--- config.mk ---
export PLATFORM = sky130hd
export DESIGN_NAME = output_stage
export DESIGN_NICKNAME = d
export VERILOG_FILES = /design/src/rtl/output_stage.sv
export SDC_FILE = /design/constraint.sdc
export NUM_CORES = 1
export LEC_CHECK = 0
export BUFFER_PORTS_ARGS = -buffer_cell sky130_fd_sc_hd__buf_2
export CAP_MARGIN = 20
export CORE_ASPECT_RATIO = 1.75
export CORE_UTILIZATION = 30
export CTS_BUF_LIST = sky130_fd_sc_hd__clkbuf_8
export DETAILED_ROUTE_END_ITERATION = 10
export HOLD_SLACK_MARGIN = 0.05
export PLACE_DENSITY = 0.42
export SLEW_MARGIN = 0
export SYNTH_ARGS = -nofsm -noshare
export SYNTH_HDL_FRONTEND = slang
export SYNTH_SLANG_ARGS = --single-unit
--- constraint.sdc ---
create_clock -name CLK -period 7.6 [get_ports CLK]
set_input_delay 1.14 -clock CLK [delete_from_list [all_inputs] [get_ports CLK]]
set_output_delay 1.14 -clock CLK [all_outputs]
set_load 0.1 [all_outputs]
--- src/rtl/output_stage.sv ---
// Output stage: accumulates 4-lane result rows across depth passes into a 4-row tile buffer,
// writes the tile to OutputMemory on the last pass. Define OSTAGE_SAT_EN for saturating lane adds.
module output_stage #(
  parameter int LANES = 4,
  parameter int DW    = 16,
  parameter int ROWS  = 4,
  parameter int AW    = 6
) (
  input  logic                CLK,
  input  logic                RST,
  input  logic                TILE_START,
  input  logic                ACC_EN,
  input  logic                LAST_PASS,
  input  logic [3:0]          ODST,
  input  logic                PS_VALID,
  input  logic [LANES*DW-1:0] PS_DATA,
  output logic                OM_WE,
  output logic [AW-1:0]       OM_ADDR,
  output logic [LANES*DW-1:0] OM_WDATA,
  input  logic                OM_READY,
  output logic                Tile_Done,
  output logic                BUSY,
  output logic                ERR
);

  localparam int RW = $clog2(ROWS);
  localparam int W  = LANES * DW;
  localparam logic [RW-1:0] LAST_ROW = RW'(ROWS - 1);

  typedef enum logic [1:0] {S_IDLE, S_COLLECT, S_WRITE, S_DONE} state_t;

  state_t        state_q, state_d;
  logic [RW-1:0] row_q, row_d;
  logic [RW-1:0] wrow_q, wrow_d;
  logic          acc_q, acc_d;
  logic          last_q, last_d;
  logic [3:0]    odst_q, odst_d;
  logic          err_q, err_d;
  logic [W-1:0]  buf_q [ROWS];
  logic          buf_we;
  logic [W-1:0]  buf_wdata;
  logic [W-1:0]  row_sum;

  function automatic logic [DW-1:0] lane_add(input logic [DW-1:0] a, input logic [DW-1:0] b);
`ifdef OSTAGE_SAT_EN
    logic [DW:0] s;
    s = {a[DW-1], a} + {b[DW-1], b};
    // Sign-extended sum disagreeing in its top two bits means the lane overflowed.
    if (s[DW] != s[DW-1])
      return s[DW] ? {1'b1, {(DW-1){1'b0}}} : {1'b0, {(DW-1){1'b1}}};
    return s[DW-1:0];
`else
    return a + b;
`endif
  endfunction

  always_comb begin
    for (int k = 0; k < LANES; k++)
      row_sum[k*DW +: DW] = lane_add(buf_q[row_q][k*DW +: DW], PS_DATA[k*DW +: DW]);
  end

  // NOTE: every always_comb output gets a default first, so no path can infer a latch.
  always_comb begin
    state_d   = state_q;
    row_d     = row_q;
    wrow_d    = wrow_q;
    acc_d     = acc_q;
    last_d    = last_q;
    odst_d    = odst_q;
    buf_we    = 1'b0;
    buf_wdata = PS_DATA;
    err_d     = err_q | (PS_VALID && state_q != S_COLLECT)
                      | (TILE_START && state_q != S_IDLE);
    unique case (state_q)
      S_IDLE: begin
        if (TILE_START) begin
          acc_d   = ACC_EN;
          last_d  = LAST_PASS;
          odst_d  = ODST;
          row_d   = '0;
          state_d = S_COLLECT;
        end
      end
      S_COLLECT: begin
        if (PS_VALID) begin
          buf_we    = 1'b1;
          buf_wdata = acc_q ? row_sum : PS_DATA;
          row_d     = row_q + 1'b1;
          if (row_q == LAST_ROW)
            state_d = last_q ? S_WRITE : S_DONE;
        end
      end
      S_WRITE: begin
        if (OM_READY) begin
          wrow_d = wrow_q + 1'b1;
          if (wrow_q == LAST_ROW) begin
            wrow_d  = '0;
            state_d = S_DONE;
          end
        end
      end
      S_DONE:  state_d = S_IDLE;
      default: state_d = S_IDLE;
    endcase
  end

  // NOTE: sequential state uses non-blocking assignments only, so every flop samples pre-edge values.
  always_ff @(posedge CLK) begin
    if (RST) begin
      state_q <= S_IDLE;
      row_q   <= '0;
      wrow_q  <= '0;
      acc_q   <= 1'b0;
      last_q  <= 1'b0;
      odst_q  <= '0;
      err_q   <= 1'b0;
    end else begin
      state_q <= state_d;
      row_q   <= row_d;
      wrow_q  <= wrow_d;
      acc_q   <= acc_d;
      last_q  <= last_d;
      odst_q  <= odst_d;
      err_q   <= err_d;
    end
  end

  // NOTE: the buffer is reset on purpose: a fresh accumulate pass after RST must start from zero.
  always_ff @(posedge CLK) begin
    if (RST) begin
      for (int r = 0; r < ROWS; r++) buf_q[r] <= '0;
    end else if (buf_we) begin
      buf_q[row_q] <= buf_wdata;
    end
  end

  assign OM_WE     = (state_q == S_WRITE);
  assign OM_ADDR   = OM_WE ? {odst_q, wrow_q} : '0;
  assign OM_WDATA  = OM_WE ? buf_q[wrow_q] : '0;
  assign Tile_Done = (state_q == S_DONE);
  assign BUSY      = (state_q != S_IDLE);
  assign ERR       = err_q;

endmodule

== Yosys cells after proc, flatten, opt, wreduce, memory -nomap -nowiden ==
Memory sizes are Yosys's and may differ from the RTL's. A register that Yosys moved wholly into a read port is not among the register bits.
Cells that the tools add are included.
Word-level totals
  register bits: 13
  bits in latches: 0
  memory bits (writable): 256
  bits in read-only memories: 0
  bits of input ports: 75
  output and inout port bits: 74
  logic and storage cells: 67
  memories kept: 1
Memories
  buf_q: depth 4, bits a word 64, rd ports 2, clocked after memory_dff 2, write ports 4, line 39  | logic [W-1:0] buf_q [ROWS];
Cells by class
  $add $sub $neg: 6
  multiply operators: 0
  divide/modulo/power cells: 0
  order comparisons: 0
  eq/ne operators: 11
  shifts and indexed selects: 0
  mux-type cells: 30
  bitwise logic cells: 2
  reductions and logical operators: 10
Operator list (number)
  $mux W64: 5
  $add A16 B16 Y16: 4
  $reduce_or A64 Y1: 1
  $mux W2: 13
  $mux W1: 9
  $eq A2 B2 Y1 const B: 4
  $pmux W2 S4: 1
  $mux W6: 1
  $ne A2 B1 Y1 const B: 3
  $ne A2 B2 Y1 const B: 3
  $reduce_and A5 Y1: 1
  $add A2 B1 Y2 const B: 2
  $pmux W2 S2: 1
  $reduce_and A2 Y1: 2
  $reduce_bool A2 Y1: 2
  $reduce_and A3 Y1: 1
  $eq A2 B1 Y1 const B: 1
  $logic_and A1 B1 Y1: 2
  $logic_not A2 Y1: 1
  $or A1 B1 Y1: 2

== Longest topological paths before layout ==
Gate-level depths: netlist of the first run.
  depth in word-level cells: 7
  depth in mapped cells: 12

== Worst setup path before layout of the first run ==
Ideal clock, no wire load.
  path type: input to register
  start: in RST
  end: mem buf_q[0][0] (netlist bit) (enable)
  setup time: 0.432 ns
  data arrival time: 3.571 ns
  required time: 7.168 ns
  path slack: 3.597 ns
  cell stages on the path: 5
  buffers on the path: 2
  cell sequence: clkbuf_1 -> or2_1 -> or3_1 -> clkbuf_1 -> nand2b_1
RTL lines
  from (decl): line 10  | input logic RST,
  to (decl): line 39

==> results of run 1 <==
-- per-stage QoR --
| step | worst slack (ps) | cell area [um^2] | util |
|---|---|---|---|
| after global placement | 3110 | 18200 | 0.329 |
| after detailed placement | 3050 | 18200 | 0.329 |
| final | 3020 | 19000 | 0.345 |
| after global routing | 2750 | 19000 | 0.345 |
| after CTS | 2910 | 19000 | 0.344 |
| after floorplan | 3600 | 16700 | - |
-- state kept, by name (all words and copies together) (netlist names), named ones only --
name     cells
acc_q        1
last_q       1
ERR          1
buf_q      256
wrow_q       2
state_q      2
odst_q       4
row_q        2
-- layout make-up --
class                      count  area [um^2]
antenna                        1         2.50
clock buffer                  53          729
clock inverter                30          125
fill                        5596        36200
inverter                      42          158
multi-input combinational   1009         8210
sequential                   273         8040
tap                          696          871
timing repair buffer         167          896
-- power groups by stage --
stage                     registers (mW)  logic, mW  clock network (mW)
after floorplan                     1.86       1.53                   0
after global placement              1.92       1.99                   0
after detailed placement            1.93       2.00                   0
after CTS                           1.90       2.01                1.31
after global routing                1.91       2.14                1.36
final                               1.89       1.99                1.27
-- worst paths after layout --
kind / startpoint / endpoint / cells past startpoint
setup / recovery: flop / OM_WDATA[24] / 4
hold / removal: odst_q[3] / odst_q[3] / 2
setup reg to reg: flop / buf_q[0][28] / 11
hold reg to reg: odst_q[3] / odst_q[3] / 2
-- placed cells by master, fill, tap and decap left out, types with 28 or more instances in the layout --
master      n
buf_2     148
inv_1      58
ha_1       66
edfxtp_1  256
o21ai_0    30
nor2_1    244
a21oi_1    77
nor3_1     31
and2_1     72
nand2_1    90
mux4_2    128
o21ai_1    28
clkbuf_8   53
-- metal layers --
layer | up-vias | wire, um
met4 | 4 | 1610
met1 | 6215 | 21400
met5 | - | 27
met2 | 292 | 30500
met3 | 79 | 1990
li1 | 5599 | -
-- logic make-up after synthesis --
kind of cell,after synthesis,synth area share
simple gates,502,0.134
flops,273,0.479
compound gates,258,0.0994
buf+inv,136,0.0333
mux,133,0.175
fa+ha+maj,71,0.0549
xor+xnor,45,0.0235
-- worst reg2reg max path, delay by kind of cell (launching register included) --
kind                       cells  cell delay, ps
xor gates and xnor gates       1             150
adders and majority gates      2             690
AOI/OAI and AO/OA              5            1200
muxes                          1             550
buffers and inverters          1             460
DFF                            1            1000
and+or+nand+nor                1             100
==> results.toml, run 1 <==
[cts]
post_cts_buffers = 0
ctsHtreeMaxLevel = 2
cts_hold_buf = 0
numCtsBuffers = 46
clk_latency_ps = 600
cts_buffer_depth = 3
cts_tree = "built"
clock_sinks = 273
cts_resized = 0
cts.clk_slew.worst_paths_ps = 60
cts-root-buf = "clkbuf_8"

[global_route]
grt_antenna_before_repair = 4
use_met1 = 0.219
grt_pass1_vias = 12965
grt_most_used_layer = "met2"
grt_usage = 0.197
gr-usage-met3 = 0.0241
grt_first_pass_wirelength_um = 82200
grt_max_degree = 68
grt_overflow = 0
grtUsageMet2 = 0.382

[sta]
setup_viol = 0
hold_viol = 0
finalSetupTns_ps = 0
tightestPinTransition_ps = 1050
holdWs_ps = 457
fin_crit_ps = 4580
slew_violations = 0
fmax_ghz = 0.218
clock_skew_ps = 16.6
slew_headroom = 0.298
rsz0062_at_grt = "no"
period_share = 0.603

[synthesis]
async_flop_share = 0
ys_seq_area_frac = 0.479
yosysWarnings = 0
netlist_area_mm2 = 0.0167
synthTopCellsByArea = "edfxtp_1 46%, mux4_2 17%, nor2_1 5.5%, ha_1 5.0%, and2_1 2.7%"
ys_seq_elements = 273
synth-edff-count = 256
yosys_most_used_dff = "edfxtp_1"
synth_common_cells = "256 x edfxtp_1, 245 x nor2_1, 128 x mux4_2"
synth_top_area_share = 0.459
yosysMostFrequentCell = "edfxtp_1"
synth_nets = 1564
avgSynthCellArea_um2 = 11.8
synth_cell_type_count = 67
synth_top_area_cell = "edfxtp_1"
syn_inst = 1418

[place]
dp.cells = 2186
io_buffers = 148
dp_hpwl_um = 35700
place_congestion = 0.818

[power]
peakVddDrop_mv = 0.141
comb_power_share = 0.386
power_mw = 5.14
power.density_mw_per_mm2 = 270
switchingPower_mw = 2.10
p_int_mw = 3.04
swShare = 0.408
p_seq_frac = 0.367
leakagePower_nw = 7.40
clock_power_share = 0.246

[cells_and_area]
area_growth_pct = 13.7
drive_above_1_share = 0.243
nNetsFinal = 1685
final_cells = 2271

[critical_path]
critPathTopFamily = "buffers and inverters"
end_kind = "output port"
required_ps = 6460
crit_chain = "buf_4 > mux4_2 > and2_1 > buf_2"
r2r_slack_ps = 3170
crit_type = "flop to output port"
start_kind = "flop"
crit_path_max_fanout = 35
worstPathArrival_ps = 3440
worst-path-buf-inv = 2
slowest_delay_ps = 930
slowest_stage = "dfxtp_4"

[floorplan]
row_count = 114
top_level_ports = 149
die_w_um = 181
die_h_um = 315
start_util = 0.303
die-area_mm2 = 0.0568
core_mm2 = 0.0552

[routing]
vias = 12189
wl_um = 55500
via_per_inst = 5.37
drt-pass1-iter-count = 5
ant_nets = 0
post_drt_wl_per_cell_um = 24.4
drt_iter0_drc = 677
drc = 0

[status]
outcome = "completed"

[flow_run]
maxCapViolCount = 0

[hold_path]
hp-class = "flop to flop"
No activity file was read; power rests on OpenSTA's default activity.
==> run 2: changes to the inputs <==
Settings changed: PLACE_DENSITY 0.42 to 0.43.
Clock period 7.6 ns to 3.7 ns, I/O delays scaled along.
==> results.toml, run 2 (synthesized netlist as in run 1, its figures left out) <==
[power]
power.density_mw_per_mm2 = 563
leakagePower_nw = 7.63
peakVddDrop_mv = 0.300

[global_route]
grt_pass1_vias = 13146
grt_max_degree = 44
grt_overflow = 0
grt_antenna_before_repair = 7
grt_first_pass_wirelength_um = 82800
grt_usage = 0.198

[cts]
clk_latency_ps = 620
clock_sinks = 273
cts.clk_slew.worst_paths_ps = 70
cts_buffer_depth = 3
numCtsBuffers = 45
cts_hold_buf = 0
cts_tree = "built"
ctsHtreeMaxLevel = 2
cts-root-buf = "clkbuf_8"

[sta]
rsz0062_at_grt = "no"
clock_skew_ps = 41.8
setup_viol = 0
fmax_ghz = 0.284
period_share = 0.953
hold_viol = 0
slew_headroom = 0.285
finalSetupTns_ps = 0
tightestPinTransition_ps = 1070
fin_crit_ps = 3530
slew_violations = 0
fin_ws_ps = 173

[cells_and_area]
regMostFlops = "buf_q"
stdcell_area_mm2 = 0.0195
final_cells = 2301
drive_above_1_share = 0.261
largest_register_ffs = 256
area_growth_pct = 16.6
layout_common_cells = "256 x edfxtp_1, 244 x nor2_1, 148 x buf_2"
nNetsFinal = 1715
final_util = 0.354
num-fill-cells = 5481
final_common_cell = "edfxtp_1"
top_regs = "buf_q (256), odst_q (4)"

[floorplan]
die-area_mm2 = 0.0568
row_count = 114
start_util = 0.303
top_level_ports = 149
die_w_um = 181
die_h_um = 315
core_mm2 = 0.0552

[critical_path]
worstPathArrival_ps = 3880
start_kind = "flop"
end_kind = "flop"
crit_type = "flop to flop"
crit_path_max_fanout = 9
required_ps = 4050

[place]
place_congestion = 0.842
dp.cells = 2217
io_buffers = 148
dp_hpwl_um = 37700
dpl-instance-area_mm2 = 0.0185
dp_slack_ps = 152

[hold_path]
hp-class = "input pin to flop"

[flow_run]
maxCapViolCount = 0

[routing]
post_drt_wl_per_cell_um = 24.2
ant_nets = 0
wl_um = 55700
via_per_inst = 5.38
drt_iter0_drc = 779
drc = 0
drt-pass1-iter-count = 5
vias = 12377

[status]
outcome = "completed"
## run 2: worst paths after layout
kind	cells past startpoint	slack, ps	start	endpoint
worst min register to register	2	450	odst_q[2]	odst_q[2]
worst min-delay path	3	190	ODST[1]	odst_q[1]
worst max-delay path	10	170	flop	buf_q[1][46]
worst max register to register	10	170	flop	buf_q[1][46]
## run 2: what timing repair did
action | CTS | global route
endpoints found under the setup margin | 0 | 28
gates resized for setup | 0 | 7
buffers inserted | 0 | 1
## run 2: area by class of cell
class | instances | area [um^2] | area share
multi-input combinational | 1009 | 8250 | 0.422
sequential | 273 | 8040 | 0.412
timing repair buffer | 198 | 1260 | 0.0644
tap | 696 | 871 | 0.0446
clock buffer | 50 | 688 | 0.0352
clock inverter | 32 | 260 | 0.0133
inverter | 42 | 158 | 0.00807
antenna | 1 | 2.50 | 0.000128
## run 2: metrics by stage
stage                     total power [mW]  hold WS [ps]
after floorplan                       6.96           432
after global placement                8.14           439
after detailed placement              8.16           443
after CTS                             11.1           155
after global routing                  11.5           190
final                                 11.0           194
## run 2: report_power, final
part           switching, mW  internal (mW)  total (mW)  leakage (nW)
clock                   1.34           1.59        2.92         0.533
combinational           2.86           1.39        4.25          4.31
sequential             0.166           3.66        3.82          2.79
## run 2: critical path, cell delays in order (launching register included)
cell and delay (ps):
dfxtp_4 500, buf_4 290, mux4_2 570, fa_1 440, a211oi_1 340, o21ai_1 140, a21oi_2 290, a2111oi_0 150
a311oi_1 290, buf_4 180, nor2_1 40
## run 2: metal layers
metal  part of all wire  track usage  up-vias
li1                   -            -     5658
met1               0.39        0.217     6301
met2               0.54        0.384      310
met3              0.036       0.0252      102
met4              0.032       0.0707        6
met5            0.00072            0        -
